## config.mk

```make
export PLATFORM = sky130hd
export DESIGN_NAME = bs_write_arb
export DESIGN_NICKNAME = d
export VERILOG_FILES = /design/src/rtl/bs_write_arb.sv
export SDC_FILE = /design/constraint.sdc
export NUM_CORES = 1
export LEC_CHECK = 0
export CAP_MARGIN = 0
export CORE_AREA = 4 4 98 100
export DETAILED_ROUTE_END_ITERATION = 10
export DIE_AREA = 0 0 102 104
export PLACE_DENSITY_LB_ADDON = 0.15
export SYNTH_ARGS = -nofsm -noshare
export SYNTH_HDL_FRONTEND = slang
export SYNTH_SLANG_ARGS = --single-unit
```

## constraint.sdc

```tcl
create_clock -name clock -period 2.9 [get_ports clock]
set_input_delay 0.435 -clock clock [delete_from_list [all_inputs] [get_ports clock]]
set_output_delay 0.435 -clock clock [all_outputs]
set_load 0.005 [all_outputs]
```

## src/rtl/bs_write_arb.sv

```systemverilog
// Banked-store write-port arbiter: grants refill (d) or release (c) per burst and tracks beat order.
// Compile-time option BS_WRITE_ARB_RR_EN enables round-robin priority per burst; default is static d-first.
module bs_write_arb #(
    parameter int WAY_W  = 3,
    parameter int SET_W  = 10,
    parameter int BEAT_W = 3,
    parameter int DATA_W = 64
) (
    input  logic              clock,
    input  logic              reset,
    input  logic              d_adr_valid,
    output logic              d_adr_ready,
    input  logic              d_adr_noop,
    input  logic [WAY_W-1:0]  d_adr_way,
    input  logic [SET_W-1:0]  d_adr_set,
    input  logic [BEAT_W-1:0] d_adr_beat,
    input  logic              d_adr_last,
    input  logic [DATA_W-1:0] d_dat_data,
    input  logic              c_adr_valid,
    output logic              c_adr_ready,
    input  logic              c_adr_noop,
    input  logic [WAY_W-1:0]  c_adr_way,
    input  logic [SET_W-1:0]  c_adr_set,
    input  logic [BEAT_W-1:0] c_adr_beat,
    input  logic              c_adr_last,
    input  logic [DATA_W-1:0] c_dat_data,
    output logic              bs_adr_valid,
    input  logic              bs_adr_ready,
    output logic              bs_adr_noop,
    output logic [WAY_W-1:0]  bs_adr_way,
    output logic [SET_W-1:0]  bs_adr_set,
    output logic [BEAT_W-1:0] bs_adr_beat,
    output logic [DATA_W-1:0] bs_dat_data,
    output logic              bs_src,
    output logic              err_beat
);

    typedef enum logic [1:0] {IDLE, LOCK_D, LOCK_C} state_t;

    state_t            state;
    logic [BEAT_W-1:0] exp_beat;
    logic              pri;
    logic              grant_c;
    logic              fire;
    logic              cur_last;

`ifdef BS_WRITE_ARB_RR_EN
    logic pri_q;
    logic contend_q;
    logic contended;
    assign pri = pri_q;
    // Contention is judged on the burst's first (IDLE) cycle only.
    assign contended = (state == IDLE) ? (d_adr_valid & c_adr_valid) : contend_q;
`else
    assign pri = 1'b0;
`endif

    always_comb begin
        grant_c = 1'b0;
        unique case (state)
            LOCK_D:  grant_c = 1'b0;
            LOCK_C:  grant_c = 1'b1;
            default: grant_c = (d_adr_valid & c_adr_valid) ? pri : c_adr_valid;
        endcase
    end

    assign bs_src       = grant_c;
    assign bs_adr_valid = grant_c ? c_adr_valid : d_adr_valid;
    assign bs_adr_noop  = grant_c ? c_adr_noop  : d_adr_noop;
    assign bs_adr_way   = grant_c ? c_adr_way   : d_adr_way;
    assign bs_adr_set   = grant_c ? c_adr_set   : d_adr_set;
    assign bs_adr_beat  = grant_c ? c_adr_beat  : d_adr_beat;
    assign bs_dat_data  = grant_c ? c_dat_data  : d_dat_data;
    assign cur_last     = grant_c ? c_adr_last  : d_adr_last;

    assign fire        = bs_adr_valid & bs_adr_ready;
    assign d_adr_ready = fire & ~grant_c;
    assign c_adr_ready = fire & grant_c;

    always_ff @(posedge clock) begin
        if (reset) begin
            state    <= IDLE;
            exp_beat <= '0;
            err_beat <= 1'b0;
`ifdef BS_WRITE_ARB_RR_EN
            pri_q     <= 1'b0;
            contend_q <= 1'b0;
`endif
        end else if (fire) begin
            // Out-of-order beats are flagged but still forwarded untouched.
            if (state != IDLE && bs_adr_beat != exp_beat)
                err_beat <= 1'b1;
            if (cur_last) begin
                state <= IDLE;
`ifdef BS_WRITE_ARB_RR_EN
                if (contended)
                    pri_q <= ~grant_c;
`endif
            end else begin
                state    <= grant_c ? LOCK_C : LOCK_D;
                exp_beat <= (state == IDLE) ? bs_adr_beat + BEAT_W'(1) : exp_beat + BEAT_W'(1);
`ifdef BS_WRITE_ARB_RR_EN
                if (state == IDLE)
                    contend_q <= d_adr_valid & c_adr_valid;
`endif
            end
        end
    end

endmodule

```

== Yosys cells after proc, flatten, opt, wreduce, memory -nomap -nowiden ==
Cells that the tools add are included.

* Add/sub/neg operators: 2
* Equality and inequality tests: 3
* Multiplexer cells: 12
* Bitwise gates (word level): 6
* Reductions and logical operators: 5

{| class="wikitable"
|+ Operator list
! kind !! count
|-
| $mux 64 || 1
|-
| $mux 10 || 1
|-
| $mux 3 || 3
|-
| $add 3x1->3 const B || 2
|-
| $and 1x1->1 || 4
|-
| $mux 1 || 4
|-
| $mux 2 || 2
|-
| $reduce_and 2->1 || 2
|-
| $ne 3x3->1 || 1
|-
| $eq 2x1->1 const B || 1
|-
| $eq 2x2->1 const B || 1
|-
| $logic_not 2->1 || 1
|-
| $not 1->1 || 2
|-
| $pmux 1 s2 || 1
|-
| $reduce_bool 2->1 || 1
|-
| $logic_and 1x1->1 || 1
|}

* Register bits: 6
* Input bits: 169

== Logic depth before layout (Yosys ltp) ==
* Depth in word-level cells: 7
* Mapped depth: 12
* Mapped depth without buffers: 11

== Least setup slack after synthesis ==
Ideal clock, no wire load.

* Path kind: register to register
* From: register state[1]
* To: register exp_beat[2]
* Setup time: 74 ps
* Data arrival time: 2,367 ps
* Path slack: 459 ps
* Cell stages (with the launch flop): 13
* Path buffers: 1
* Clock period less this slack: 2,441 ps
* Cells stage by stage: dfxtp_1 inv_1 ha_1 or3b_1 and2_1 buf_6 inv_6 mux2i_1 a21oi_1 ha_1 and4b_1 a21oi_1 o21ai_0

* Cells in the longest elaborated chain, start to end: 5
* Elaborated cells between the ends (all ways): 12

{| class="wikitable"
|+ Ends and longest elaborated chain
! what !! RTL line !! RTL
|-
| start, declared || 40 || <nowiki>state_t state;</nowiki>
|-
| start signal, assigned || 100 || <nowiki>state <= grant_c ? LOCK_C : LOCK_D;</nowiki>
|-
| $eq 2x2->1 / $eq 2x1->1 (equally long branches) || 60 || <nowiki>unique case (state)</nowiki>
|-
| $pmux 1 s2 || 60 ||
|-
| $mux 3, or another cell as far along || 72 || <nowiki>assign bs_adr_beat = grant_c ? c_adr_beat : d_adr_beat;</nowiki>
|-
| $add 3x1->3, or another cell as far along || 101 || <nowiki>exp_beat <= (state == IDLE) ? bs_adr_beat + BEAT_W'(1) : exp_beat + BEAT_W'(1);</nowiki>
|-
| $mux 3 / $reduce_and 2->1 (equally long branches) || -- ||
|-
| end signal, assigned || 101 ||
|-
| end, declared || 41 || <nowiki>logic [BEAT_W-1:0] exp_beat;</nowiki>
|}

Several ways; a longest one is shown, not always the timed one.
A chain may end at the register's enable or synchronous reset.

== Worst setup path in the final report ==
* From: input port c_adr_valid
* To: output port c_adr_ready

* Cells in the longest elaborated chain, start to end: 6

{| class="wikitable"
|+ Ends and longest elaborated chain
! what !! RTL line !! RTL
|-
| start, declared || 19 || <nowiki>input logic c_adr_valid,</nowiki>
|-
| $and 1x1->1 || 63 || <nowiki>default: grant_c = (d_adr_valid & c_adr_valid) ? pri : c_adr_valid;</nowiki>
|-
| $mux 1 || 63 ||
|-
| $pmux 1 s2 || 60 ||
|-
| $mux 1 || 68 || <nowiki>assign bs_adr_valid = grant_c ? c_adr_valid : d_adr_valid;</nowiki>
|-
| $and 1x1->1 || 76 || <nowiki>assign fire = bs_adr_valid & bs_adr_ready;</nowiki>
|-
| $and 1x1->1 * || 78 || <nowiki>assign c_adr_ready = fire & grant_c;</nowiki>
|-
| end, declared || 20 || <nowiki>output logic c_adr_ready,</nowiki>
|}

Every way passes the cells marked *; elsewhere a longest branch is shown, timed or not.

==> impl_metrics.py <==
metrics = {
    "run_status": {
        "outcome": "complete, no violations",
    },
    "hold_path": {
        "worstHoldPathType": "reg2reg",
        "hold_start": "err_beat$_SDFFE_PP0P_",
    },
    "yosys": {
        "synth_top_area_share_pct": 62.7,
        "synth_area_um2": 1410,
        "synth_common_cells": "nand2_1 (236), clkbuf_1 (17), nor2_1 (10), dfxtp_1 (6)",
        "yosysWarnings": 0,
        "synth.ff_latch_count": 6,
        "avgSynthCellArea_um2": 4.59,
        "synthArstFlopShare_pct": 0,
        "ys_top_cells_by_area": "nand2_1 (63%), dfxtp_1 (8.5%), clkbuf_1 (4.5%), mux2i_1 (2.8%), ha_1 (2.7%)",
        "syn_nets": 480,
        "syn-instance-count": 308,
        "synthFlopType": "dfxtp_1",
        "synth_edf_count": 0,
        "yosysTopAreaCell": "nand2_1",
        "synth_seq_area_share_pct": 8.50,
        "yosysMostFrequentCell": "nand2_1",
        "synthDistinctLibCells": 27,
    },
    "cts": {
        "clock_path_buffers": 2,
        "cts_buffers": 3,
        "cts.sinks": 6,
        "clkTransAtPathRegs_ns": 0.04,
        "clkLatencyLatePin_ns": 0.22,
        "cts_tree": "yes",
        "cts-root-buf": "clkbuf_8",
        "hold_buffers": 0,
        "htreeDepth": 1,
    },
    "routing": {
        "routed_wl_um": 9240,
        "drt_iter0_drc": 97,
        "ant_nets": 0,
        "first_pass_iters": 4,
        "drc": 0,
        "vias": 2731,
        "avgViaCountPerCell": 4.06,
        "routedWlPerCell_um": 13.7,
    },
    "floorplan": {
        "start_util_pct": 16.3,
        "die_y_um": 104,
        "num_io_pins": 255,
        "rows": 34,
        "die_area_um2": 10600,
        "core_um2": 8680,
        "die_width_um": 102,
    },
    "critical_path": {
        "max_stage_delay_ns": 0.52,
        "crit_top_cell": "clkdlybuf4s50_1",
        "crit_type": "in2out",
        "worstPathMaxFanout": 51,
        "crit_path_end_kind": "output port",
        "r2r_start": "state[0]$_SDFFE_PP0P_",
        "cp_cell_sequence": "clkdlybuf4s50_1 > or3b_4 > and2_4 > buf_4 > buf_12 > nor2_1 > clkdlybuf4s50_1",
        "critPathLaunch": "c_adr_valid",
        "arrival_ns": 2.40,
        "critPathLaunchType": "input port",
        "crit_path_top_delay_cell": "clkdlybuf4s50_1",
        "required_ns": 2.47,
    },
    "global_routing": {
        "grt_max_degree": 52,
        "grt_overflow": 0,
        "antenna_found_initial": 0,
        "grt.total_usage_pct": 16.1,
        "grt_pass1_wl_um": 13900,
        "grt_pass1_vias": 2657,
    },
    "sta": {
        "slew_headroom_pct": 68.1,
        "slew_violations": 0,
        "max_freq_mhz": 353,
        "timing.setup.tns_ns": 0,
        "setup_viol": 0,
        "fin_skew_ns": 0.000447,
        "fin_crit_sh_pct": 97.8,
        "tightestPinTransition_ns": 0.478,
        "fin_crit_ns": 2.84,
        "timing.final.hold_violations": 0,
    },
    "layout": {
        "fin_nets": 738,
        "areaGrowthSynthToFinish_pct": 205,
        "drive_gt1_share_pct": 5.32,
        "utilization_pct": 49.6,
        "antenna_cells": 0,
        "fin_area_um2": 4300,
    },
    "placed_design": {
        "gp_congestion": 0.795,
        "portBuffers": 254,
        "placed_area_um2": 4160,
        "place_hpwl_um": 7760,
    },
    "pwr": {
        "ir_worst_vdd_uv": 157,
        "p_per_area_nw_per_um2": 218,
        "p_leak_uw": 0.00204,
    },
    "run": {
        "max-cap-violations": 0,
    },
}
area by class of cell:
cell class / count / area, µm²
Tap cell: 108 / 135
Clock buffer: 3 / 41.3
Fill cell: 870 / 4370
Inverter: 6 / 35.0
Sequential cell: 6 / 121
Multi-Input combinational cell: 278 / 1210
Timing Repair Buffer: 271 / 2760
stage by stage:
step	std cells	worst slack (ns)	hold slack, ns	total power, µW
4_1_cts	670	0.00493	0.492	945
3_3_place_gp	665	-0.00515	0.451	795
6_report	672	0.0647	0.483	937
2_1_floorplan	308	0.459	0.464	289
5_1_grt	672	-0.00286	0.523	1010
3_5_place_dp	665	-0.0855	0.461	800
repair_timing:
action / in CTS / in global routing
setup buffers: 1 / 2
setup endpoints to repair: 63 / 65
resized for setup: 5 / 10
gates cloned: 1 / 0
layout by cell type, fill, tap and decap left out, drive strengths merged, types with 3 or more instances in the layout:
| cell | n |
|---|---|
| a21oi | 5 |
| buf | 17 |
| clkbuf | 3 |
| clkdlybuf4s50 | 249 |
| dfxtp | 6 |
| dlymetal6s2s | 4 |
| ha | 3 |
| inv | 5 |
| mux2i | 4 |
| nand2 | 236 |
| nor2 | 10 |
| o21ai | 3 |
critical path, delay by kind of cell:
family,cells,cell delay [ns]
simple gates,3,0.66
buf+inv,4,1.29
power by group:
group          leakage (µW)  switching [µW]  internal [µW]
Combinational       0.00197             236            482
Sequential        0.0000494            4.19           88.4
Clock             0.0000216            36.7           89.2
routing by layer:
| metal | wire length (µm) | track usage (%) |
|---|---|---|
| met1 | 3450 | 17.8 |
| met2 | 4640 | 30.2 |
| met3 | 992 | 3.89 |
| met4 | 155 | 3.56 |
| met5 | 0 | 0 |
state kept, by name, indices dropped and copies added, names as in the netlist:
| name | count |
|---|---|
| state | 2 |
| exp_beat | 3 |
| err_beat | 1 |
kinds of logic (layout without fill, tap and decap cells):
kind of cell             Yosys count  count (layout)  synth area share, %
AO/OA/AOI/OAI                     14              14                 6.55
XOR/XNOR                           3               3                 1.86
adder cells (fa/ha/maj)            3               3                 2.66
buffers and inverters             24             280                 7.26
flip-flops                         6               6                 8.50
multiplexers                       6               6                 4.69
AND/OR/NAND/NOR                  252             252                 68.5
path summary, 6_finish.rpt:
| path | end | slack (ns) | cells after the start |
|---|---|---|---|
| hold reg to reg | err_beat$_SDFFE_PP0P_ | 0.48 | 1 |
| hold / removal | err_beat$_SDFFE_PP0P_ | 0.48 | 1 |
| setup reg to reg | exp_beat[2]$_SDFFE_PP0P_ | 0.22 | 14 |
| setup / recovery | c_adr_ready | 0.06 | 7 |
No activity file was read; power rests on OpenSTA's default activity.
